## config.mk

```make
export PLATFORM = sky130hd
export DESIGN_NAME = mem_port_arbiter_flat
export DESIGN_NICKNAME = d
export VERILOG_FILES = /design/src/rtl/mem_arb_pkg.sv /design/src/rtl/mem_port_arbiter_if.sv /design/src/rtl/mem_port_arbiter_load_extend.sv /design/src/rtl/mem_port_arbiter.sv /design/src/flat_wrapper.sv
export SDC_FILE = /design/constraint.sdc
export NUM_CORES = 1
export LEC_CHECK = 0
export CAP_MARGIN = 20
export CELL_PAD_IN_SITES_DETAIL_PLACEMENT = 1
export CELL_PAD_IN_SITES_GLOBAL_PLACEMENT = 1
export CORE_MARGIN = 1
export CORE_UTILIZATION = 44
export DETAILED_ROUTE_END_ITERATION = 12
export GPL_TIMING_DRIVEN = 0
export PLACE_DENSITY_LB_ADDON = 0.1
export SLEW_MARGIN = 20
export SYNTH_ARGS = -nofsm -noshare
export SYNTH_HDL_FRONTEND = slang
export SYNTH_HIERARCHICAL = 1
export SYNTH_SLANG_ARGS = --single-unit
```

## constraint.sdc

```tcl
create_clock -name clk -period 5.9 [get_ports clk]
set_input_delay 0.885 -clock clk [delete_from_list [all_inputs] [get_ports clk]]
set_output_delay 0.885 -clock clk [all_outputs]
set_load 0.05 [all_outputs]
```

## src/rtl/mem_arb_pkg.sv

```systemverilog
// ---------------------------------------------------------------------------
// mem_arb_pkg
// Shared definitions for the memory port arbiter slice.
//   - arb_state_t : arbiter FSM states
//   - SZ_B/SZ_H/SZ_W : load/store size codes (code 2'b11 behaves as a word)
//   - NB_* : number of byte-memory beats per access size
//   - byte_count(): maps a size code onto its beat count
// No ports; imported by the interface users and the arbiter itself.
// ---------------------------------------------------------------------------
package mem_arb_pkg;

    localparam int ADDR_W = 8;
    localparam int DATA_W = 32;

    typedef enum logic [1:0] {
        ST_IDLE    = 2'd0,
        ST_ACCESS  = 2'd1,
        ST_CAPTURE = 2'd2,
        ST_DONE    = 2'd3
    } arb_state_t;

    localparam logic [1:0] SZ_B = 2'b00;
    localparam logic [1:0] SZ_H = 2'b01;
    localparam logic [1:0] SZ_W = 2'b10;

    localparam logic [2:0] NB_BYTE = 3'd1;
    localparam logic [2:0] NB_HALF = 3'd2;
    localparam logic [2:0] NB_WORD = 3'd4;

    // Beat count for a size code; the reserved code falls through to a word.
    function automatic logic [2:0] byte_count(input logic [1:0] size);
        case (size)
            SZ_B:    byte_count = NB_BYTE;
            SZ_H:    byte_count = NB_HALF;
            default: byte_count = NB_WORD;
        endcase
    endfunction

endpackage

```

## src/rtl/mem_port_arbiter_if.sv

```systemverilog
// ---------------------------------------------------------------------------
// mem_port_arbiter_if
// Bundles the two requester ports (fetch "if_*" and load/store "ls_*"), the
// byte-wide memory port ("mem_*") and the busy flag of the arbiter.
//   modport slave  : the arbiter's view (takes requests, drives memory)
//   modport master : the surrounding system's view (requesters + memory)
// ---------------------------------------------------------------------------
interface mem_port_arbiter_if;

    logic        if_req;
    logic [7:0]  if_addr;
    logic        if_done;
    logic [31:0] if_rdata;

    logic        ls_req;
    logic        ls_we;
    logic [1:0]  ls_size;
    logic        ls_unsign;
    logic [7:0]  ls_addr;
    logic [31:0] ls_wdata;
    logic        ls_done;
    logic [31:0] ls_rdata;

    logic        mem_en;
    logic        mem_we;
    logic [7:0]  mem_addr;
    logic [7:0]  mem_wdata;
    logic [7:0]  mem_rdata;

    logic        busy;

    modport slave (
        input  if_req, if_addr,
        output if_done, if_rdata,
        input  ls_req, ls_we, ls_size, ls_unsign, ls_addr, ls_wdata,
        output ls_done, ls_rdata,
        output mem_en, mem_we, mem_addr, mem_wdata,
        input  mem_rdata,
        output busy
    );

    modport master (
        output if_req, if_addr,
        input  if_done, if_rdata,
        output ls_req, ls_we, ls_size, ls_unsign, ls_addr, ls_wdata,
        input  ls_done, ls_rdata,
        input  mem_en, mem_we, mem_addr, mem_wdata,
        output mem_rdata,
        input  busy
    );

endinterface

```

## src/rtl/mem_port_arbiter_load_extend.sv

```systemverilog
// ---------------------------------------------------------------------------
// load_extend
// Combinational formatter for an assembled little-endian 32-bit word.
//   word   in  32  assembled bytes, byte 0 in bits 7:0
//   size   in   2  SZ_B / SZ_H / SZ_W (2'b11 handled as a word)
//   unsign in   1  1 = zero-extend, 0 = sign-extend byte and half results
//   result out 32  formatted load value
// ---------------------------------------------------------------------------
module load_extend
    import mem_arb_pkg::*;
(
    input  logic [31:0] word,
    input  logic [1:0]  size,
    input  logic        unsign,
    output logic [31:0] result
);

    // Pick the low byte/half/word and fill the upper bits with either zeros
    // or copies of the top bit of the selected field.
    always_comb begin
        result = word;
        case (size)
            SZ_B: begin
                result = {{24{word[7] & ~unsign}}, word[7:0]};
            end
            SZ_H: begin
                result = {{16{word[15] & ~unsign}}, word[15:0]};
            end
            default: begin
                result = word;
            end
        endcase
    end

endmodule

```

## src/rtl/mem_port_arbiter.sv

```systemverilog
// ---------------------------------------------------------------------------
// mem_port_arbiter
// Shares one byte-wide synchronous memory between a fetch requester (always
// 32-bit reads) and a load/store requester (byte/half/word, signed or
// unsigned loads). Multi-byte accesses are split into consecutive byte
// beats, little-endian, with the address wrapping inside the 256-byte space.
//   clk  in  1  rising-edge clock
//   rst  in  1  asynchronous, active-low reset
//   bus  slave modport of mem_port_arbiter_if:
//        if_req/if_addr -> if_done pulse, if_rdata held word
//        ls_req/ls_we/ls_size/ls_unsign/ls_addr/ls_wdata -> ls_done, ls_rdata
//        mem_en/mem_we/mem_addr/mem_wdata -> memory, mem_rdata <- memory
//        busy high whenever the FSM is not idle
// ---------------------------------------------------------------------------
module mem_port_arbiter
    import mem_arb_pkg::*;
(
    input  logic clk,
    input  logic rst,
    mem_port_arbiter_if.slave bus
);

    arb_state_t  state;
    arb_state_t  state_next;

    logic [2:0]  cnt;
    logic [2:0]  nbytes;
    logic        grant_ls;
    logic        last_ls;

    logic [7:0]  lat_addr;
    logic        lat_we;
    logic [1:0]  lat_size;
    logic        lat_unsign;
    logic [31:0] lat_wdata;

    logic [31:0] asm_q;
    logic [31:0] asm_next;
    logic [31:0] ext_word;
    logic [31:0] if_rdata_q;
    logic [31:0] ls_rdata_q;

    logic        any_req;
    logic        pick_ls;
    logic        last_beat;
    logic        cap_en;
    logic [1:0]  cap_idx;

    logic        mem_en_c;
    logic        mem_we_c;
    logic [7:0]  mem_addr_c;
    logic [7:0]  mem_wdata_c;

    // Round-robin choice: load/store wins when it is the only requester or
    // when fetch was the last one served. last_ls resets high so that the
    // very first tie after reset goes to fetch.
    assign any_req   = bus.if_req | bus.ls_req;
    assign pick_ls   = bus.ls_req & (~bus.if_req | ~last_ls);
    assign last_beat = (cnt == (nbytes - 3'd1));

    // A read beat issued with counter value k returns its byte one cycle
    // later, when the counter already shows k+1; the final byte shows up in
    // CAPTURE. So the byte slot being filled is always (cnt - 1), and the
    // 2-bit wrap turns cnt=4 into slot 3.
    assign cap_en  = ~lat_we & (((state == ST_ACCESS) && (cnt != 3'd0)) ||
                                (state == ST_CAPTURE));
    assign cap_idx = cnt[1:0] - 2'd1;

    // Word being assembled this cycle, including the byte arriving now, so
    // the formatted result can be registered on the CAPTURE edge.
    always_comb begin
        asm_next = asm_q;
        if (cap_en) begin
            asm_next[{cap_idx, 3'b000} +: 8] = bus.mem_rdata;
        end
    end

    load_extend u_load_extend (
        .word   (asm_next),
        .size   (lat_size),
        .unsign (lat_unsign),
        .result (ext_word)
    );

    // FSM state register; reset drops straight back to IDLE, which also
    // aborts any transfer in flight without a completion pulse.
    always_ff @(posedge clk or negedge rst) begin
        if (!rst) begin
            state <= ST_IDLE;
        end else begin
            state <= state_next;
        end
    end

    // Next-state logic plus the memory strobes. Requests are only looked at
    // in IDLE; reads pass through CAPTURE to collect the last byte, writes
    // go straight to DONE. Memory controls are forced to zero outside ACCESS.
    always_comb begin
        state_next  = state;
        mem_en_c    = 1'b0;
        mem_we_c    = 1'b0;
        mem_addr_c  = 8'h00;
        mem_wdata_c = 8'h00;
        case (state)
            ST_IDLE: begin
                if (any_req) begin
                    state_next = ST_ACCESS;
                end
            end
            ST_ACCESS: begin
                mem_en_c    = 1'b1;
                mem_we_c    = lat_we;
                mem_addr_c  = lat_addr + {5'b00000, cnt};
                mem_wdata_c = lat_wdata[{cnt[1:0], 3'b000} +: 8];
                if (last_beat) begin
                    state_next = lat_we ? ST_DONE : ST_CAPTURE;
                end
            end
            ST_CAPTURE: begin
                state_next = ST_DONE;
            end
            ST_DONE: begin
                state_next = ST_IDLE;
            end
            default: begin
                state_next = ST_IDLE;
            end
        endcase
    end

    // Transfer datapath: latch the winning request on the grant edge, step
    // the beat counter through ACCESS, gather read bytes, and update only the
    // granted requester's read-data register when a read completes. Stores
    // never touch either read-data register.
    always_ff @(posedge clk or negedge rst) begin
        if (!rst) begin
            cnt        <= 3'd0;
            nbytes     <= NB_WORD;
            grant_ls   <= 1'b0;
            last_ls    <= 1'b1;
            lat_addr   <= 8'h00;
            lat_we     <= 1'b0;
            lat_size   <= SZ_W;
            lat_unsign <= 1'b0;
            lat_wdata  <= 32'h0;
            asm_q      <= 32'h0;
            if_rdata_q <= 32'h0;
            ls_rdata_q <= 32'h0;
        end else begin
            asm_q <= asm_next;
            case (state)
                ST_IDLE: begin
                    if (any_req) begin
                        cnt      <= 3'd0;
                        grant_ls <= pick_ls;
                        last_ls  <= pick_ls;
                        if (pick_ls) begin
                            lat_addr   <= bus.ls_addr;
                            lat_we     <= bus.ls_we;
                            lat_size   <= bus.ls_size;
                            lat_unsign <= bus.ls_unsign;
                            lat_wdata  <= bus.ls_wdata;
                            nbytes     <= byte_count(bus.ls_size);
                        end else begin
                            lat_addr   <= bus.if_addr;
                            lat_we     <= 1'b0;
                            lat_size   <= SZ_W;
                            lat_unsign <= 1'b0;
                            lat_wdata  <= 32'h0;
                            nbytes     <= NB_WORD;
                        end
                    end
                end
                ST_ACCESS: begin
                    cnt <= cnt + 3'd1;
                end
                ST_CAPTURE: begin
                    if (grant_ls) begin
                        ls_rdata_q <= ext_word;
                    end else begin
                        if_rdata_q <= ext_word;
                    end
                end
                ST_DONE: begin
                    cnt <= 3'd0;
                end
                default: begin
                    cnt <= 3'd0;
                end
            endcase
        end
    end

    // Completion pulses go only to the requester that owns the transfer.
    assign bus.if_done   = (state == ST_DONE) & ~grant_ls;
    assign bus.ls_done   = (state == ST_DONE) &  grant_ls;
    assign bus.if_rdata  = if_rdata_q;
    assign bus.ls_rdata  = ls_rdata_q;
    assign bus.mem_en    = mem_en_c;
    assign bus.mem_we    = mem_we_c;
    assign bus.mem_addr  = mem_addr_c;
    assign bus.mem_wdata = mem_wdata_c;
    assign bus.busy      = (state != ST_IDLE);

endmodule

```

## src/flat_wrapper.sv

```systemverilog
// flat-port wrapper written by rule: the top's interface ports become plain ports
module mem_port_arbiter_flat import mem_arb_pkg::*;
  (clk, rst, bus_if_req, bus_if_addr, bus_if_done, bus_if_rdata, bus_ls_req, bus_ls_we, bus_ls_size, bus_ls_unsign, bus_ls_addr, bus_ls_wdata, bus_ls_done, bus_ls_rdata, bus_mem_en, bus_mem_we, bus_mem_addr, bus_mem_wdata, bus_mem_rdata, bus_busy);
  mem_port_arbiter_if bus_i ();
  input  logic clk;
  input  logic rst;
  input wire logic [$bits(bus_i.if_req)-1:0] bus_if_req;
  input wire logic [$bits(bus_i.if_addr)-1:0] bus_if_addr;
  output wire logic [$bits(bus_i.if_done)-1:0] bus_if_done;
  output wire logic [$bits(bus_i.if_rdata)-1:0] bus_if_rdata;
  input wire logic [$bits(bus_i.ls_req)-1:0] bus_ls_req;
  input wire logic [$bits(bus_i.ls_we)-1:0] bus_ls_we;
  input wire logic [$bits(bus_i.ls_size)-1:0] bus_ls_size;
  input wire logic [$bits(bus_i.ls_unsign)-1:0] bus_ls_unsign;
  input wire logic [$bits(bus_i.ls_addr)-1:0] bus_ls_addr;
  input wire logic [$bits(bus_i.ls_wdata)-1:0] bus_ls_wdata;
  output wire logic [$bits(bus_i.ls_done)-1:0] bus_ls_done;
  output wire logic [$bits(bus_i.ls_rdata)-1:0] bus_ls_rdata;
  output wire logic [$bits(bus_i.mem_en)-1:0] bus_mem_en;
  output wire logic [$bits(bus_i.mem_we)-1:0] bus_mem_we;
  output wire logic [$bits(bus_i.mem_addr)-1:0] bus_mem_addr;
  output wire logic [$bits(bus_i.mem_wdata)-1:0] bus_mem_wdata;
  input wire logic [$bits(bus_i.mem_rdata)-1:0] bus_mem_rdata;
  output wire logic [$bits(bus_i.busy)-1:0] bus_busy;
  assign bus_i.if_req = bus_if_req;
  assign bus_i.if_addr = bus_if_addr;
  assign bus_if_done = bus_i.if_done;
  assign bus_if_rdata = bus_i.if_rdata;
  assign bus_i.ls_req = bus_ls_req;
  assign bus_i.ls_we = bus_ls_we;
  assign bus_i.ls_size = bus_ls_size;
  assign bus_i.ls_unsign = bus_ls_unsign;
  assign bus_i.ls_addr = bus_ls_addr;
  assign bus_i.ls_wdata = bus_ls_wdata;
  assign bus_ls_done = bus_i.ls_done;
  assign bus_ls_rdata = bus_i.ls_rdata;
  assign bus_mem_en = bus_i.mem_en;
  assign bus_mem_we = bus_i.mem_we;
  assign bus_mem_addr = bus_i.mem_addr;
  assign bus_mem_wdata = bus_i.mem_wdata;
  assign bus_i.mem_rdata = bus_mem_rdata;
  assign bus_busy = bus_i.busy;
  mem_port_arbiter u_core (.clk(clk), .rst(rst), .bus(bus_i));
endmodule
```

==> results by group <==
Outcome
  • Status: completed

Floorplanning
  • Cell row count: 45
  • Die area: 16300 sq um
  • # IOs: 149
  • Core area: 15300 sq um
  • Die W: 128 microns
  • Vert. Die Dim: 128 microns
  • Initial Util: 45.4%

Global routing
  • Vias in the first global route: 5656
  • GR peak layer: met2
  • Remaining global-route overflow: 0
  • Met2 Usage GRT: 43.0%
  • First-pass GRT wire length: 30400 microns
  • M1 GR Usage: 30.1%
  • Initial antenna violation count: 0
  • Largest net degree at the start of global routing: 96
  • Total track usage: 24.5%
  • Met3 GRT Util: 4.88%

Logic synthesis
  • Top-count cell post-synth: dfrtp_1
  • Unique cell type count in the Yosys netlist: 46
  • Mapped Cells: 582
  • Post-synth ARST share: 100%
  • Synth warnings: 6
  • Mapped Avg Cell Area: 11.9 sq um
  • Top_reg_cell synth: dfrtp_1
  • Number of synthesized flops with an enable pin: 0
  • Seq/Total Area, Yosys: 54.0%
  • Mapped Area: 6950 sq um
  • Area contributors post-synth: dfrtp_1 53%, mux2_2 10%, mux2i_1 4.7%
  • Flops & latches, synth: 150
  • Top cells by count, synth: 147 x dfrtp_1, 66 x nand2_1, 62 x mux2_2, 46 x o21ai_0, 42 x inv_1
  • Mapped Nets: 663
  • Synth area leader: dfrtp_1
  • Share of Yosys cell area claimed by the top area cell type: 52.9%

Critical path
  • Critical Path Fanout Max: 10
  • Critical Path Max Stage Delay: 810 ps
  • Endpoint class of the critical path: output pin
  • Critical path arrival: 3090 ps
  • Slowest cell on crit path: clkdlybuf4s50_1
  • WS Path Type: register to output pin
  • Crit path launch type: register
  • CP cell instances: ha_1, fa_1, a21oi_1, nor3b_1, xnor2_1, nor2_1, clkdlybuf4s50_1
  • CP required: 5020 ps

Timing
  • Setup violators final: 0
  • Crit path time final: 3970 ps
  • Final hold slack: 366 ps
  • Clock skew: 7.15 ps
  • Final worst path period share: 67.3%
  • Maximum clock rate: 0.252 GHz
  • Hold Vio Cnt, Final: 0
  • Max Slew Vio Count: 0
  • Slew margin rel.: 45.7%
  • Setup WS post-layout: 1930 ps
  • Tightest Pin Transition: 808 ps
  • RSZ-0062 raised after global routing: no

CTS
  • CTS tree: yes
  • Clock Sinks: 150
  • CTS H-tree depth: 4
  • Post-CTS setup buffer count: 0
  • CTS buffer count: 17
  • Gates resized, CTS repair: 0
  • Latest clock arrival within the worst-skew pair: 420 ps
  • Reg clk slew, reported paths: 70 ps
  • CTS root buf: clkbuf_16
  • Cts hold-fix bufs: 0
  • Clock Tree Buf Depth: 2

Final layout
  • Ant diodes: 0
  • Fin area: 9390 sq um
  • Area Growth Syn to Fin: 35.1%
  • Share of cells above drive strength 1: 19.7%
  • Fillers: 1603
  • Fin nets: 831

Flow run
  • Max-cap violations: 0

Power
  • Worst vdd ir: 0.000234 V
  • PwrDens: 639 nW/um^2
  • LEAKAGE: 4.16 nW

Place
  • DPL Wire Length: 12900 microns
  • Placed cell areas: 8730 sq um
  • Routability cong.: 0.801
  • Worst slack, placed: 2150 ps
  • Port Buffer Count: 148

Route
  • Drt pass-1 iters: 5
  • Via count: 5111
  • Drt drc: 0
  • First DRT Iteration DRCs: 238
  • Final wirelength: 18500 microns
  • Final antenna-violating net count: 0
  • Post-DR vias/cell: 5.25
  • Per-cell routed wire length: 18.9 microns

Hold path
  • Hold WC Path Type: input pin to asynchronous set/reset pin
## cell families (layout without fill, tap and decap cells)
group / after synthesis / after routing / synth area share, %
muxes: 106 / 106 / 17.9
adders and majority gates: 17 / 17 / 3.17
AOI/OAI and AO/OA: 99 / 99 / 9.55
buffers and inverters: 86 / 267 / 5.79
xor gates and xnor gates: 7 / 7 / 1.10
and+or+nand+nor: 117 / 117 / 8.46
DFF: 150 / 150 / 54.0
## power breakdown
| group | switching, mW | leakage [nW] | total, mW | internal (mW) |
|---|---|---|---|---|
| clock | 0.438 | 0.311 | 1.20 | 0.766 |
| combinational | 1.89 | 1.97 | 3.06 | 1.17 |
| sequential | 0.266 | 1.88 | 1.74 | 1.47 |
| total | 2.59 | 4.16 | 6.01 | 3.41 |
## final timing paths
path	slack (ps)	to	cells after the start	from
setup / recovery	1930	bus_mem_addr[6]	7	u_core/cnt[0]$_DFFE_PN0P_
hold reg to reg	480	u_core/lat_size[1]$_DFFE_PN1P_	2	u_core/lat_size[1]$_DFFE_PN1P_
setup reg to reg	2160	u_core/bus.if_rdata[26]$_DFFE_PN0P_	11	u_core/cnt[1]$_DFFE_PN0P_
hold / removal	370	u_core/bus.if_rdata[2]$_DFFE_PN0P_	1	rst
min in group clk	480	u_core/lat_size[1]$_DFFE_PN1P_	2	u_core/lat_size[1]$_DFFE_PN1P_
max in group asynchronous	4710	u_core/nbytes[2]$_DFFE_PN1P_	2	rst
## metal layers
layer  part of all wire, %  up-vias
li1                      -     2330
met5                     0        -
met1                    42     2600
met4                   2.0        0
met3                   4.4       30
met2                    52      151
## placed cells by master (no fill, tap or decap), types with 2 or more instances in the layout
cell             instances
buf_4                   10
xnor2_1                  5
inv_1                   42
nor2_1                   5
buf_2                   21
mux2_2                  62
dfrtp_1                147
a21o_1                   4
nand2_1                 66
clkbuf_16               17
nor3b_2                  2
clkbuf_1                 9
bufinv_16                5
a22o_1                  34
inv_6                    2
nor3_1                   3
nand2b_1                 2
o21ai_0                 46
mux4_2                   8
nor3b_1                  5
ha_1                    16
mux2i_1                 33
clkdlybuf4s50_1        147
mux2_1                   2
buf_6                    2
and2_1                  13
dfstp_2                  3
or3_1                    2
nand3_1                  8
a21oi_1                 10
clkinvlp_4               4
nor2b_1                  3
## critical path, delay by kind of cell (launching register included)
kind                     cells  cell delay [ps]
AND/OR/NAND/NOR              2              180
buffers and inverters        1              810
flip-flops                   1              540
adder cells (fa/ha/maj)      2              740
XOR/XNOR                     1              130
AO/OA/AOI/OAI                1              250
## cell type report
| cell class | count | area [sq um] | area share (%) |
|---|---|---|---|
| buffer | 44 | 245 | 2.61 |
| clock buffer | 18 | 439 | 4.68 |
| clock inverter | 14 | 223 | 2.37 |
| inverter | 42 | 158 | 1.68 |
| multi-input combinational | 346 | 2790 | 29.7 |
| sequential | 150 | 3760 | 40.0 |
| tap | 211 | 264 | 2.81 |
| timing repair buffer | 149 | 1510 | 16.1 |
## flip-flops by register name (all words and copies together), names as in the netlist
signal               flops
u_core/asm_q            32
u_core/bus.if_rdata     32
u_core/bus.ls_rdata     32
u_core/cnt               3
u_core/grant_ls          1
u_core/last_ls           1
u_core/lat_addr          8
u_core/lat_size          2
u_core/lat_unsign        1
u_core/lat_wdata        32
u_core/lat_we            1
u_core/nbytes            3
u_core/state             2
## through the flow
stage	util [%]	setup TNS (ps)	total power, mW	instances
after CTS	61.3	0	6.06	974
after detailed placement	57.0	0	4.80	942
after global placement	56.8	-275940	4.67	941
final	61.3	0	6.01	974
after floorplan	-	0	3.79	582
after global routing	61.3	0	6.33	974
No activity file was read; power rests on OpenSTA's default activity.
